--- config.mk ---
export PLATFORM = sky130hd
export DESIGN_NAME = al4s3b_wb_aperture_decoder
export DESIGN_NICKNAME = d
export VERILOG_FILES = /design/src/rtl/al4s3b_wb_aperture_decoder.sv
export SDC_FILE = /design/constraint.sdc
export NUM_CORES = 1
export LEC_CHECK = 0
export ABC_AREA = 1
export CORE_MARGIN = 2
export CORE_UTILIZATION = 27
export CTS_BUF_LIST = sky130_fd_sc_hd__clkbuf_8
export DETAILED_ROUTE_END_ITERATION = 10
export GPL_TIMING_DRIVEN = 0
export PLACE_DENSITY_LB_ADDON = 0.15
export SETUP_SLACK_MARGIN = 0.2
export SLEW_MARGIN = 5
export SYNTH_ARGS = -nofsm -noshare
export SYNTH_HDL_FRONTEND = slang
export SYNTH_SLANG_ARGS = --single-unit
--- constraint.sdc ---
create_clock -name WBs_CLK_i -period 1.5 [get_ports WBs_CLK_i]
set_clock_uncertainty 0.1 [all_clocks]
set_input_delay 0.15 -clock WBs_CLK_i [delete_from_list [all_inputs] [get_ports WBs_CLK_i]]
set_output_delay 0.15 -clock WBs_CLK_i [all_outputs]
set_load 0.01 [all_outputs]
--- src/rtl/al4s3b_wb_aperture_decoder.sv ---
// -----------------------------------------------------------------------------
// al4s3b_wb_aperture_decoder
//
// Wishbone aperture decoder and response mux sitting between the AHB-to-FPGA
// bridge and NUM_SLAVES slave IPs. The byte address field
// WBs_ADR_i[APERWIDTH-1:APERSIZE+2] is compared against each slave's base
// address. The cycle select is one-hot, and the lowest index wins when several
// apertures match. Slave ACK and read data are returned to the bridge
// combinationally, so the response has zero latency.
//
// A bus-timeout FSM ends any cycle that no slave has acknowledged after
// TIMEOUT_CYCLES cycles, counting the first request cycle as cycle 0. It
// answers with DEFAULT_READ_VALUE so that an unmapped or dead slave cannot
// hang the bridge.
//
// Optional feature macro: WB_DECODE_ERR_CAPTURE_EN
//   defined   -> timeouts are recorded in err_flag_o / err_cnt_o / err_adr_o,
//                and err_clr_i clears them
//   undefined -> err_* outputs are tied to 0 and err_clr_i is ignored
//
// Ports
//   WBs_CLK_i      Wishbone clock
//   WBs_RST_N_i    asynchronous active-low reset
//   WBs_ADR_i      bridge byte address
//   WBs_CYC_i      bridge cycle
//   WBs_STB_i      bridge strobe
//   WBs_RD_DAT_o   read data to the bridge
//   WBs_ACK_o      acknowledge to the bridge
//   WBs_CYC_o      one-hot slave cycle select
//   WBs_RD_DAT_i   packed slave read data, slave i at [i*32 +: 32]
//   WBs_ACK_i      slave acknowledges
//   err_clr_i      one-cycle pulse that clears the error capture
//   err_flag_o     sticky timeout flag
//   err_cnt_o      saturating timeout count
//   err_adr_o      address of the last timed-out cycle
// -----------------------------------------------------------------------------
module al4s3b_wb_aperture_decoder #(
    parameter int                            NUM_SLAVES         = 4,
    parameter int                            APERWIDTH          = 17,
    parameter int                            APERSIZE           = 10,
    parameter logic [NUM_SLAVES*APERWIDTH-1:0] BASE_ADDRS       =
        {17'h03000, 17'h02000, 17'h01000, 17'h00000},
    parameter logic [31:0]                   DEFAULT_READ_VALUE = 32'hBADFABAC,
    parameter int                            TIMEOUT_CYCLES     = 7
) (
    input  logic                     WBs_CLK_i,
    input  logic                     WBs_RST_N_i,
    input  logic [APERWIDTH-1:0]     WBs_ADR_i,
    input  logic                     WBs_CYC_i,
    input  logic                     WBs_STB_i,
    output logic [31:0]              WBs_RD_DAT_o,
    output logic                     WBs_ACK_o,
    output logic [NUM_SLAVES-1:0]    WBs_CYC_o,
    input  logic [NUM_SLAVES*32-1:0] WBs_RD_DAT_i,
    input  logic [NUM_SLAVES-1:0]    WBs_ACK_i,
    input  logic                     err_clr_i,
    output logic                     err_flag_o,
    output logic [7:0]               err_cnt_o,
    output logic [APERWIDTH-1:0]     err_adr_o
);

    localparam int DHI = APERWIDTH - 1;
    localparam int DLO = APERSIZE + 2;
    localparam int DW  = DHI - DLO + 1;
    localparam logic [7:0] TO_LAST = 8'(TIMEOUT_CYCLES);

    typedef enum logic [1:0] {IDLE, WAIT, TOACK} state_t;

    state_t                 state;
    logic [7:0]             cnt;
    logic                   to_ack_q;
    logic                   ack_q;     // WBs_ACK_o seen on the previous cycle

    logic [NUM_SLAVES-1:0]  sel;
    logic                   hit;
    logic [31:0]            sel_dat;
    logic                   slave_ack;
    logic                   to_ack;

    // Aperture decode: priority to the lowest index.
    always_comb begin
        sel     = '0;
        hit     = 1'b0;
        sel_dat = DEFAULT_READ_VALUE;
        for (int i = 0; i < NUM_SLAVES; i++) begin
            if (!hit && (WBs_ADR_i[DHI:DLO] == BASE_ADDRS[i*APERWIDTH+DLO +: DW])) begin
                hit     = 1'b1;
                sel[i]  = 1'b1;
                sel_dat = WBs_RD_DAT_i[i*32 +: 32];
            end
        end
    end

    assign WBs_CYC_o = sel & {NUM_SLAVES{WBs_CYC_i}};
    assign slave_ack = |(WBs_ACK_i & WBs_CYC_o);

    // If a slave acknowledges in the timeout cycle, that ACK takes the place
    // of the timeout: only one ACK reaches the bridge, and it carries slave data.
    assign to_ack       = to_ack_q & ~slave_ack;
    assign WBs_ACK_o    = slave_ack | to_ack;
    assign WBs_RD_DAT_o = (hit && !to_ack) ? sel_dat : DEFAULT_READ_VALUE;

    // The FSM enters TOACK one cycle early, so that to_ack_q is high exactly
    // in cycle TIMEOUT_CYCLES. The counter always holds the number of the
    // current request cycle.
    always_ff @(posedge WBs_CLK_i or negedge WBs_RST_N_i) begin
        if (!WBs_RST_N_i) begin
            state    <= IDLE;
            cnt      <= 8'd0;
            to_ack_q <= 1'b0;
            ack_q    <= 1'b0;
        end else begin
            ack_q    <= WBs_ACK_o;
            to_ack_q <= 1'b0;
            case (state)
                IDLE: begin
                    // The previous-cycle ACK check stops the tail of a finished
                    // transfer from starting a new timeout.
                    if (WBs_CYC_i && WBs_STB_i && !slave_ack && !ack_q) begin
                        cnt <= 8'd1;
                        if (TO_LAST == 8'd1) begin
                            state    <= TOACK;
                            to_ack_q <= 1'b1;
                        end else begin
                            state <= WAIT;
                        end
                    end
                end
                WAIT: begin
                    if (!WBs_CYC_i || slave_ack) begin
                        state <= IDLE;
                        cnt   <= 8'd0;
                    end else begin
                        cnt <= cnt + 8'd1;
                        if (cnt + 8'd1 == TO_LAST) begin
                            state    <= TOACK;
                            to_ack_q <= 1'b1;
                        end
                    end
                end
                TOACK: begin
                    state <= IDLE;
                    cnt   <= 8'd0;
                end
                default: begin
                    state <= IDLE;
                    cnt   <= 8'd0;
                end
            endcase
        end
    end

`ifdef WB_DECODE_ERR_CAPTURE_EN
    // The capture happens on the cycle that actually delivers the timeout
    // ACK. A timeout that a late slave ACK suppresses is not recorded. A
    // clear that arrives in the same cycle as a timeout gives way to it.
    always_ff @(posedge WBs_CLK_i or negedge WBs_RST_N_i) begin
        if (!WBs_RST_N_i) begin
            err_flag_o <= 1'b0;
            err_cnt_o  <= 8'd0;
            err_adr_o  <= '0;
        end else if (to_ack) begin
            err_flag_o <= 1'b1;
            err_adr_o  <= WBs_ADR_i;
            if (err_clr_i)
                err_cnt_o <= 8'd1;
            else if (err_cnt_o != 8'hFF)
                err_cnt_o <= err_cnt_o + 8'd1;
        end else if (err_clr_i) begin
            err_flag_o <= 1'b0;
            err_cnt_o  <= 8'd0;
            err_adr_o  <= '0;
        end
    end
`else
    assign err_flag_o = 1'b0;
    assign err_cnt_o  = 8'd0;
    assign err_adr_o  = '0;

    logic unused_ok;
    assign unused_ok = err_clr_i ^ (^WBs_ADR_i);
`endif

endmodule

======== Word level (Yosys, flattened, before mapping) ========
Cells that the tools add are included.
cells by class
  mux-type cells .......................... 22
  bitwise logic cells ..................... 5
  add/sub/neg operators ................... 1
  equality and inequality tests ........... 7
  reduce and logical (&&, ||, !) cells .... 19
operators by type and width
  operator                                                               number
  32-bit two-way mux                                                     5
  8-bit two-way mux                                                      2
  8-bit one-hot mux with 2 select lines                                  1
  5-bit by 2-bit equality test with 1-bit output, second input constant  2
  1-bit two-way mux                                                      10
  8-bit by 1-bit adder with 8-bit output, second input constant          1
  4-bit bitwise AND                                                      2
  8-bit by 3-bit equality test with 1-bit output, second input constant  1
  1-bit logical AND                                                      7
  1-bit logical NOT                                                      7
  2-bit two-way mux                                                      3
  5-bit by 1-bit equality test with 1-bit output, second input constant  1
  5-bit logical NOT                                                      1
  2-bit one-hot mux with 2 select lines                                  1
  4-bit OR reduction                                                     1
  3-bit != test, second input constant                                   1
  2-bit by 1-bit equality test with 1-bit output, second input constant  1
  2-bit logical NOT                                                      1
  2-bit != test, second input constant                                   1
  2-bit AND reduction                                                    1
  1-bit bitwise AND                                                      1
  1-bit logical OR                                                       1
  1-bit NOT                                                              1
  1-bit OR                                                               1
word-level totals
  input port bits ......................... 154
  flip-flop bits (word level) ............. 12
  output and inout port bits .............. 63
  word-level logic and storage cells ...... 58

======== Depth between registers and ports, before layout ========
Gate-level depths: netlist of the first run.
  depth after elaboration ................. 19
  depth in mapped cells ................... 11
  depth with buffers taken out ............ 10

======== Worst setup path before layout of the first run ========
No wires, ideal clock.
  kind .................................... register to register
  from .................................... reg cnt[1]
  to ...................................... reg state[0]
  clock period less this slack ............ 1.533 ns
  path slack .............................. -0.033 ns
  required time ........................... 1.283 ns
  arrival ................................. 1.315 ns
  library setup time ...................... 0.117 ns
  path buffers ............................ 0
  cell stages (with the launch flop) ...... 9
  path through ............................ dfrtp_1 > ha_1 > nand4_1 > nor2_1 > or2_2 > nand2_1 > nand4_1 > nand2_1 > nand2_1
on the way
  longest elaborated chain between the ends .. 4
ends and longest elaborated chain
  element                                         RTL line  source
  from (decl)                                     70        logic [7:0] cnt;
  from (signal assigned)                          134       cnt <= cnt + 8'd1;
  8-bit by 1-bit adder with 8-bit output          135       if (cnt + 8'd1 == TO_LAST) begin
  8-bit by 3-bit equality test with 1-bit output  135
  3-bit != test (no source line)                  n/a
  2-bit AND reduction (no source line)            n/a
  to (signal assigned)                            136       state <= TOACK;
  to (signal assigned)                            142       state <= IDLE;
  to (signal assigned)                            146       state <= IDLE;
  to (decl)                                       69        state_t state;
No other way between the ends.
A chain may end at the register's enable or synchronous reset.

======== Worst setup path after layout of the first run ========
  from .................................... in WBs_ADR_i[16]
  to ...................................... out WBs_RD_DAT_o[5]
on the way
  longest elaborated chain between the ends .. 19
  elaborated cells between the ends (all ways) .. 29
  classes of those cells .................. 3 x eq/ne; 12 x mux; 4 x bitwise; 10 x reduce/logical
ends and longest elaborated chain
  element                 RTL line  source
  from (decl)             48        input logic [APERWIDTH-1:0] WBs_ADR_i,
  5-bit logical NOT       86        if (!hit && (WBs_ADR_i[DHI:DLO] == BASE_ADDRS[i*APERWIDTH+DLO +: DW])) begin
  1-bit two-way mux       86
  1-bit logical NOT       86
  1-bit logical AND       86
  1-bit two-way mux       86
  1-bit logical NOT       86
  1-bit logical AND       86
  1-bit two-way mux       86
  (+3 left out)           n/a
  4-bit bitwise AND       94        assign WBs_CYC_o = sel & {NUM_SLAVES{WBs_CYC_i}};
  4-bit bitwise AND       95        assign slave_ack = |(WBs_ACK_i & WBs_CYC_o);
  4-bit OR reduction      95
  1-bit NOT               99        assign to_ack = to_ack_q & ~slave_ack;
  1-bit bitwise AND       99
  1-bit logical NOT       101       assign WBs_RD_DAT_o = (hit && !to_ack) ? sel_dat : DEFAULT_READ_VALUE;
  1-bit logical AND       101
  32-bit two-way mux (*)  101
  to (decl)               51        output logic [31:0] WBs_RD_DAT_o,
Every way passes the cells marked *; elsewhere a longest branch is shown, timed or not.

==> out/summary.txt, run 1 <==
Startpoint types -> input pin
Power Density -> 301 mW/mm^2
Simple-gate share of the synthesized area -> 51.0%
Reg clk slew, reported paths -> 0.05 ns
Clk sinks -> 12
Final core utilization -> 69.4%
Row count -> 32
Share of cells above drive strength 1 -> 39.0%
Detailed placement HPWL -> 7370 um
Worst-skew pair later-pin latency -> 0.24 ns
Post-Synth Adder-Cell Area -> 1.20%
Drt total wl -> 10700 um
Buffers from clock root to sink, at most -> 2
Cts hold-fix bufs -> 0
Final worst setup slack -> -0.268 ns
CTS tree -> yes
Worst slew pin tran -> 0.720 ns
CP max-delay cell -> nor2_4
Global Route Usage Sum -> 23.8%
ANT nets after route -> 0
CP Cell Sequence -> buf_6 > nor2_4 > nand2_4 > nor2_4 > nand3_2 > nand2_2 > nor2_4 > nand2_4 > nand2_8 > inv_8 > buf_12 > buf_8 > nand3_4 > buf_6
CTS root buffer -> clkbuf_8
Crit path required time -> 1.25 ns
# diodes -> 0
Critical path's largest stage delay -> 0.14 ns
Remaining Overflow, GRT -> 0
Final hold slack -> 0.170 ns
Async SR Flop Fraction -> 100%
RSZ-0062 raised after global routing -> true
Syn Std Cell Area -> 0.00208 mm^2
Post-synthesis mux area share -> 0%
Placer's final routability congestion estimate -> 0.797
Area grow syn2layout -> 154%
Chip height -> 91.8 um
Largest net degree at the start of global routing -> 13
Port bufs -> 177
Mean number of vias per cell -> 4.74
Ys flop type -> dfrtp_1
Full die area -> 0.00842 mm^2
Commonest cells in the netlist -> nand2_1 (80), nor2_1 (64), nand3_1 (27), buf_4 (26), inv_1 (22)
WL/cell -> 15.6 um
Post-synthesis compound-gate area fraction -> 12.5%
Final layout net count -> 742
Post-synth EDFFs -> 0
Mapped Cells -> 339
Design Area, Final -> 0.00528 mm^2
Buf/Inv on CP -> 5
Crit. End Element -> primary output
Fmax -> 566 MHz
CP most frequent cell -> nor2_4
H-Tree Depth -> 1
Final hold vios -> 0
Xor and xnor fraction of the mapped netlist area -> 0.842%
Status -> complete, but fails checks
Area leader, netlist -> dfrtp_1
Die Width -> 91.8 um
First-pass GRT wire length -> 16400 um
Period utilization -> 118%
Average size of a mapped cell -> 6.14 um^2
Most numerous cell in the Yosys netlist -> nand2_1
Max-Cap Viols -> 0
Critical Path AT -> 1.52 ns
Peak supply drop -> 0.395 mV
Filler instances -> 608
Setup CP Type -> in2out
Initial antenna violation count -> 0
Hold Crit Class -> in2async
Distinct cells, synth -> 27
1st-iter DRT viols -> 79
Residual DRC count -> 0
CP Max Fanout -> 5
#FFs+latches synth -> 12
Final setup fails -> 33
Core ar. -> 0.00761 mm^2
Starting Density -> 27.4%
Placed Area -> 0.00434 mm^2
Vias -> 3249
CP delay by family, top -> simple AND/OR/NAND/NOR gates
Max Slew Vio Count -> 0
Post-synthesis sequential area ratio -> 14.4%
Main combinational cell family by area after synthesis -> simple AND/OR/NAND/NOR gates
Vias in the first global route -> 3267
YS warnings -> 0
Num CTS Buffers -> 3
Min Tclk post-route -> 1.77 ns
Synth top area cells -> dfrtp_1 (14%), nand2_1 (14%), nor2_1 (12%)
Io pins -> 217
Max_slew headroom -> 52.0%
Pre-antenna DRT Iters -> 4
Failing checks -> negative setup slack
Leak Pwr -> 2.20 nW
Top cell type's share of synthesized area -> 14.4%
[layer usage]
layer / vias up / wire, um / GRT usage (%)
li1: 1580 / - / -
met1: 1521 / 4250 / 28.1
met2: 133 / 5580 / 45.4
met3: 15 / 710 / 3.29
met4: 0 / 173 / 4.85
met5: - / 0 / 0
[power breakdown]
group	total [mW]	internal [mW]	leakage, nW	switching (mW)
combinational	0.932	0.556	2.02	0.376
clock	0.294	0.177	0.0216	0.118
sequential	0.364	0.346	0.164	0.0177
[cell type report]
cell class	instances	area, um^2	area share, %
timing repair buffer	216	2230	42.3
sequential	12	300	5.69
clock buffer	3	41.3	0.782
multi-input combinational	282	2010	38.1
tap	102	128	2.42
buffer	46	443	8.39
inverter	25	121	2.30
[through the flow]
stage	TNS [ns]	total power [mW]	instances	setup WS, ns
2_1_floorplan	0	0.677	364	0.0278
3_3_place_gp	-41.75	1.11	643	-1.12
4_1_cts	-7.13	1.56	675	-0.271
5_1_grt	-11.61	1.68	686	-0.383
3_5_place_dp	-42.81	1.12	643	-1.14
6_report	-7.11	1.59	686	-0.268
[cell usage in the layout (no fill, tap or decap), drive strengths merged]
cell type / netlist / layout
a21oi: 1 / 1
a31o: 1 / 1
buf: 35 / 120
clkbuf: 11 / 10
clkdlybuf4s15: 0 / 1
clkdlybuf4s50: 0 / 130
clkinv: 0 / 1
conb: 1 / 26
dfrtp: 12 / 12
dlygate4sd2: 0 / 4
ha: 2 / 2
inv: 25 / 24
nand2: 83 / 83
nand3: 48 / 48
nand4: 16 / 16
nor2: 68 / 69
o21ai: 11 / 11
o21bai: 1 / 1
o221ai: 21 / 21
or2: 1 / 1
xor2: 2 / 2
[kinds of logic (layout without fill, tap and decap cells)]
kind of cell	Yosys count	count (layout)
DFF	12	12
other	1	26
xor gates and xnor gates	2	2
adders and majority gates	2	2
and+or+nand+nor	216	217
AOI/OAI and AO/OA	35	35
buffers and inverters	71	290
[worst paths after layout]
path	from	to	slack, ns	depth (start not counted)
min	WBs_RST_N_i	state[0]	0.17	1
max in group asynchronous	WBs_RST_N_i	cnt[3]	0.76	1
max reg2reg	cnt[0]	state[0]	-0.05	8
max	WBs_ADR_i[16]	WBs_RD_DAT_o[5]	-0.27	14
min reg2reg	cnt[7]	cnt[7]	0.43	2
min in group WBs_CLK_i	WBs_CYC_i	to_ack_q	0.37	3
[timing repair]
action,CTS,global route
pin swaps,21,22
buffers inserted,25,9
setup endpoints to repair,49,48
gates cloned,4,2
gates resized for setup,322,36
[registers in the layout, summed over array words and instances (netlist names)]
register / flops
cnt: 8
state: 2
ack_q: 1
to_ack_q: 1
No activity file was read; power rests on OpenSTA's default activity.
==> inputs of run 2 (changes only) <==
--- a/config.mk
+++ b/config.mk
@@ -7,11 +7,12 @@
 export LEC_CHECK = 0
 export ABC_AREA = 1
 export CORE_MARGIN = 2
-export CORE_UTILIZATION = 27
+export CORE_UTILIZATION = 32
 export CTS_BUF_LIST = sky130_fd_sc_hd__clkbuf_8
 export DETAILED_ROUTE_END_ITERATION = 10
 export GPL_TIMING_DRIVEN = 0
 export PLACE_DENSITY_LB_ADDON = 0.15
+export RECOVER_POWER = 50
 export SETUP_SLACK_MARGIN = 0.2
 export SLEW_MARGIN = 5
 export SYNTH_ARGS = -nofsm -noshare
==> constraint.sdc (replaced) <==
create_clock -name WBs_CLK_i -period 2.3 [get_ports WBs_CLK_i]
set_clock_uncertainty 0.1 [all_clocks]
set_input_delay 0.23 -clock WBs_CLK_i [delete_from_list [all_inputs] [get_ports WBs_CLK_i]]
set_output_delay 0.23 -clock WBs_CLK_i [all_outputs]
set_load 0.01 [all_outputs]
==> out/summary.txt, run 2 (synthesis gave the netlist of run 1 again) <==
Min Tclk post-route -> 2.09 ns
CTS tree -> yes (unchanged)
Row count -> 29 (was 32)
DP Cell Count -> 618 (was 643)
Io pins -> 217 (unchanged)
R2R cell count -> 8 (unchanged)
Status -> finished, final reports clean (was complete, but fails checks)
Chip height -> 84.6 um (was 91.8 um)
Die Width -> 84.6 um (was 91.8 um)
Final setup fails -> 0 (was 33)
Final layout net count -> 724 (was 742)
Detailed placement HPWL -> 7570 um (was 7370 um)
Remaining Overflow, GRT -> 0 (unchanged)
H-Tree Depth -> 1 (unchanged)
Vias -> 3192 (was 3249)
CP Max Fanout -> 10 (was 5)
Startpoint types -> input pin (unchanged)
CTS root buffer -> clkbuf_8 (unchanged)
Placer's final routability congestion estimate -> 0.866 (was 0.797)
Register area -> 300 um^2 (unchanged)
Vias in the first global route -> 3232 (was 3267)
Core ar. -> 0.00631 mm^2 (was 0.00761 mm^2)
Largest regs -> cnt (8), state (2) (unchanged)
Most common cell after layout, fill and taps aside -> clkdlybuf4s50_1 (unchanged)
Mean number of vias per cell -> 4.96 (was 4.74)
Power Density -> 219 mW/mm^2 (was 301 mW/mm^2)
Period utilization -> 90.9%
CP delay by family, top -> buffers and inverters (was simple AND/OR/NAND/NOR gates)
Peak supply drop -> 0.481 mV (was 0.395 mV)
Hold Crit Class -> in2async (unchanged)
# diodes -> 0 (unchanged)
Critical Path AT -> 1.76 ns (was 1.52 ns)
ANT nets after route -> 0 (unchanged)
R2r setup slk -> 0.60 ns (was -0.05 ns)
Drt total wl -> 10300 um (was 10700 um)
Buffers from clock root to sink, at most -> 2 (unchanged)
Layout Cells excl Fill -> 644 (was 686)
Largest net degree at the start of global routing -> 13 (unchanged)
Worst-skew pair later-pin latency -> 0.24 ns (about the same)
Max FFs per register -> 8 (unchanged)
Max Slew Vio Count -> 0 (unchanged)
Crit. End Element -> primary output (unchanged)
Buf/Inv on CP -> 6 (was 5)
Clk sinks -> 12 (unchanged)
Full die area -> 0.00716 mm^2 (was 0.00842 mm^2)
Initial antenna violation count -> 0 (unchanged)
Critical path's largest stage delay -> 0.24 ns (was 0.14 ns)
Max_slew headroom -> 60.4% (was 52.0%)
Worst slew pin tran -> 0.593 ns (was 0.720 ns)
Max-Cap Viols -> 0 (unchanged)
Final hold slack -> 0.322 ns (was 0.170 ns)
1st-iter DRT viols -> 100 (was 79)
Port bufs -> 177 (unchanged)
WL/cell -> 16.1 um (was 15.6 um)
Multi-input logic area -> 0.00164 mm^2 (was 0.00201 mm^2)
Fmax -> 478 MHz
Worst slack, placed -> -0.430 ns (was -1.14 ns)
Pre-antenna DRT Iters -> 4 (unchanged)
Global Route Usage Sum -> 26.9% (was 23.8%)
Cts hold-fix bufs -> 0 (unchanged)
CP Cell Sequence -> buf_6 > nor2_4 > nand2_4 > buf_4 > nor2_4 > clkbuf_1 > inv_4 > buf_6 > nor2_1 > nor2_2 > o221ai_2 > nand3_2 > clkdlybuf4s15_1 (was buf_6 > nor2_4 > nand2_4 > nor2_4 > nand3_2 > nand2_2 > nor2_4 > nand2_4 > nand2_8 > inv_8 > buf_12 > buf_8 > nand3_4 > buf_6)
Share of cells above drive strength 1 -> 26.6% (was 39.0%)
Leak Pwr -> 2.02 nW (was 2.20 nW)
Critical Path Stages -> 13 (was 14)
Filler instances -> 521 (was 608)
Crit path required time -> 1.97 ns (was 1.25 ns)
Final worst setup slack -> 0.210 ns (was -0.268 ns)
CP max-delay cell -> clkdlybuf4s15_1 (was nor2_4)
First-pass GRT wire length -> 15800 um (was 16400 um)
Starting Density -> 33.0% (was 27.4%)
Area grow syn2layout -> 118% (was 154%)
Most flops, register -> cnt (unchanged)
Final hold vios -> 0 (unchanged)
Reg clk slew, reported paths -> 0.05 ns (about the same)
Commonest cells after routing, fill and taps aside -> clkdlybuf4s50_1 (133), nand2_1 (76), nor2_1 (61) (was clkdlybuf4s50_1 (130), nand2_1 (71), buf_6 (51))
Setup CP Type -> in2out (unchanged)
Num CTS Buffers -> 3 (unchanged)
RSZ-0062 raised after global routing -> false (was true)
Residual DRC count -> 0 (unchanged)
Worst reg2reg endpoint -> state[0] (unchanged)
Reg2reg start -> cnt[1] (was cnt[0])
==> run 2: cell count changes in the layout (fill, tap and decap cells not counted), sizes merged, moves of 2 or more <==
cell,change
dlygate4sd2,+3
clkdlybuf4s15,+14
bufbuf,+2
buf,-51
clkdlybuf4s50,+3
clkbuf,+11
==> run 2: final cells by class <==
type                            count  share of cell area [%]
Buffer                             46                    9.03
Timing Repair Buffer              198                    42.3
Multi-Input combinational cell    282                    36.1
Inverter                           25                    2.54
Clock buffer                        4                    1.22
Sequential cell                    12                    6.63
Tap cell                           77                    2.13
==> run 2: where the power goes <==
part	internal, mW	switching, mW
Combinational	0.323	0.201
Clock	0.151	0.0797
Sequential	0.225	0.0131
==> run 2: worst max-delay path by stage <==
stage	from	to	slack, ns
2_1_floorplan	WBs_ADR_i[16]	WBs_RD_DAT_o[0]	0.73
5_1_grt	WBs_ADR_i[16]	WBs_RD_DAT_o[22]	0.10
4_1_cts	WBs_ADR_i[15]	WBs_RD_DAT_o[10]	0.09
3_5_place_dp	WBs_ADR_i[12]	WBs_RD_DAT_o[10]	-0.43
6_report	WBs_ADR_i[16]	WBs_RD_DAT_o[22]	0.21
3_3_place_gp	WBs_ADR_i[12]	WBs_RD_DAT_o[10]	-0.40
==> run 2: what timing repair did <==
item / CTS / global route
resized for setup: 160 / 47
pin swaps: 10 / 7
cloned: 3 / 2
endpoints found under the setup margin: 37 / 32
hold endpoints to repair: 0 / 0
setup buffers: 12 / 5
==> run 2: per-layer routing <==
metal	routed length [um]	up-vias	part of all wire [%]	GRT usage [%]
met2	5340	166	52	50.8
met4	332	0	3.2	7.65
li1	-	1544	-	-
met3	743	26	7.2	5.01
met1	3920	1456	38	30.6
met5	0	-	0	0
==> run 2: per-stage QoR <==
stage	TNS, ns	utilization, %	area (um^2)	power [mW]
finish	0	71.7	4530	0.994
CTS	0	69.8	4410	0.979
detailed placement	-12.39	64.0	4040	0.705
global route	0	71.7	4530	1.05
floorplan	0	-	2170	0.416
global placement	-11.80	64.0	4040	0.696
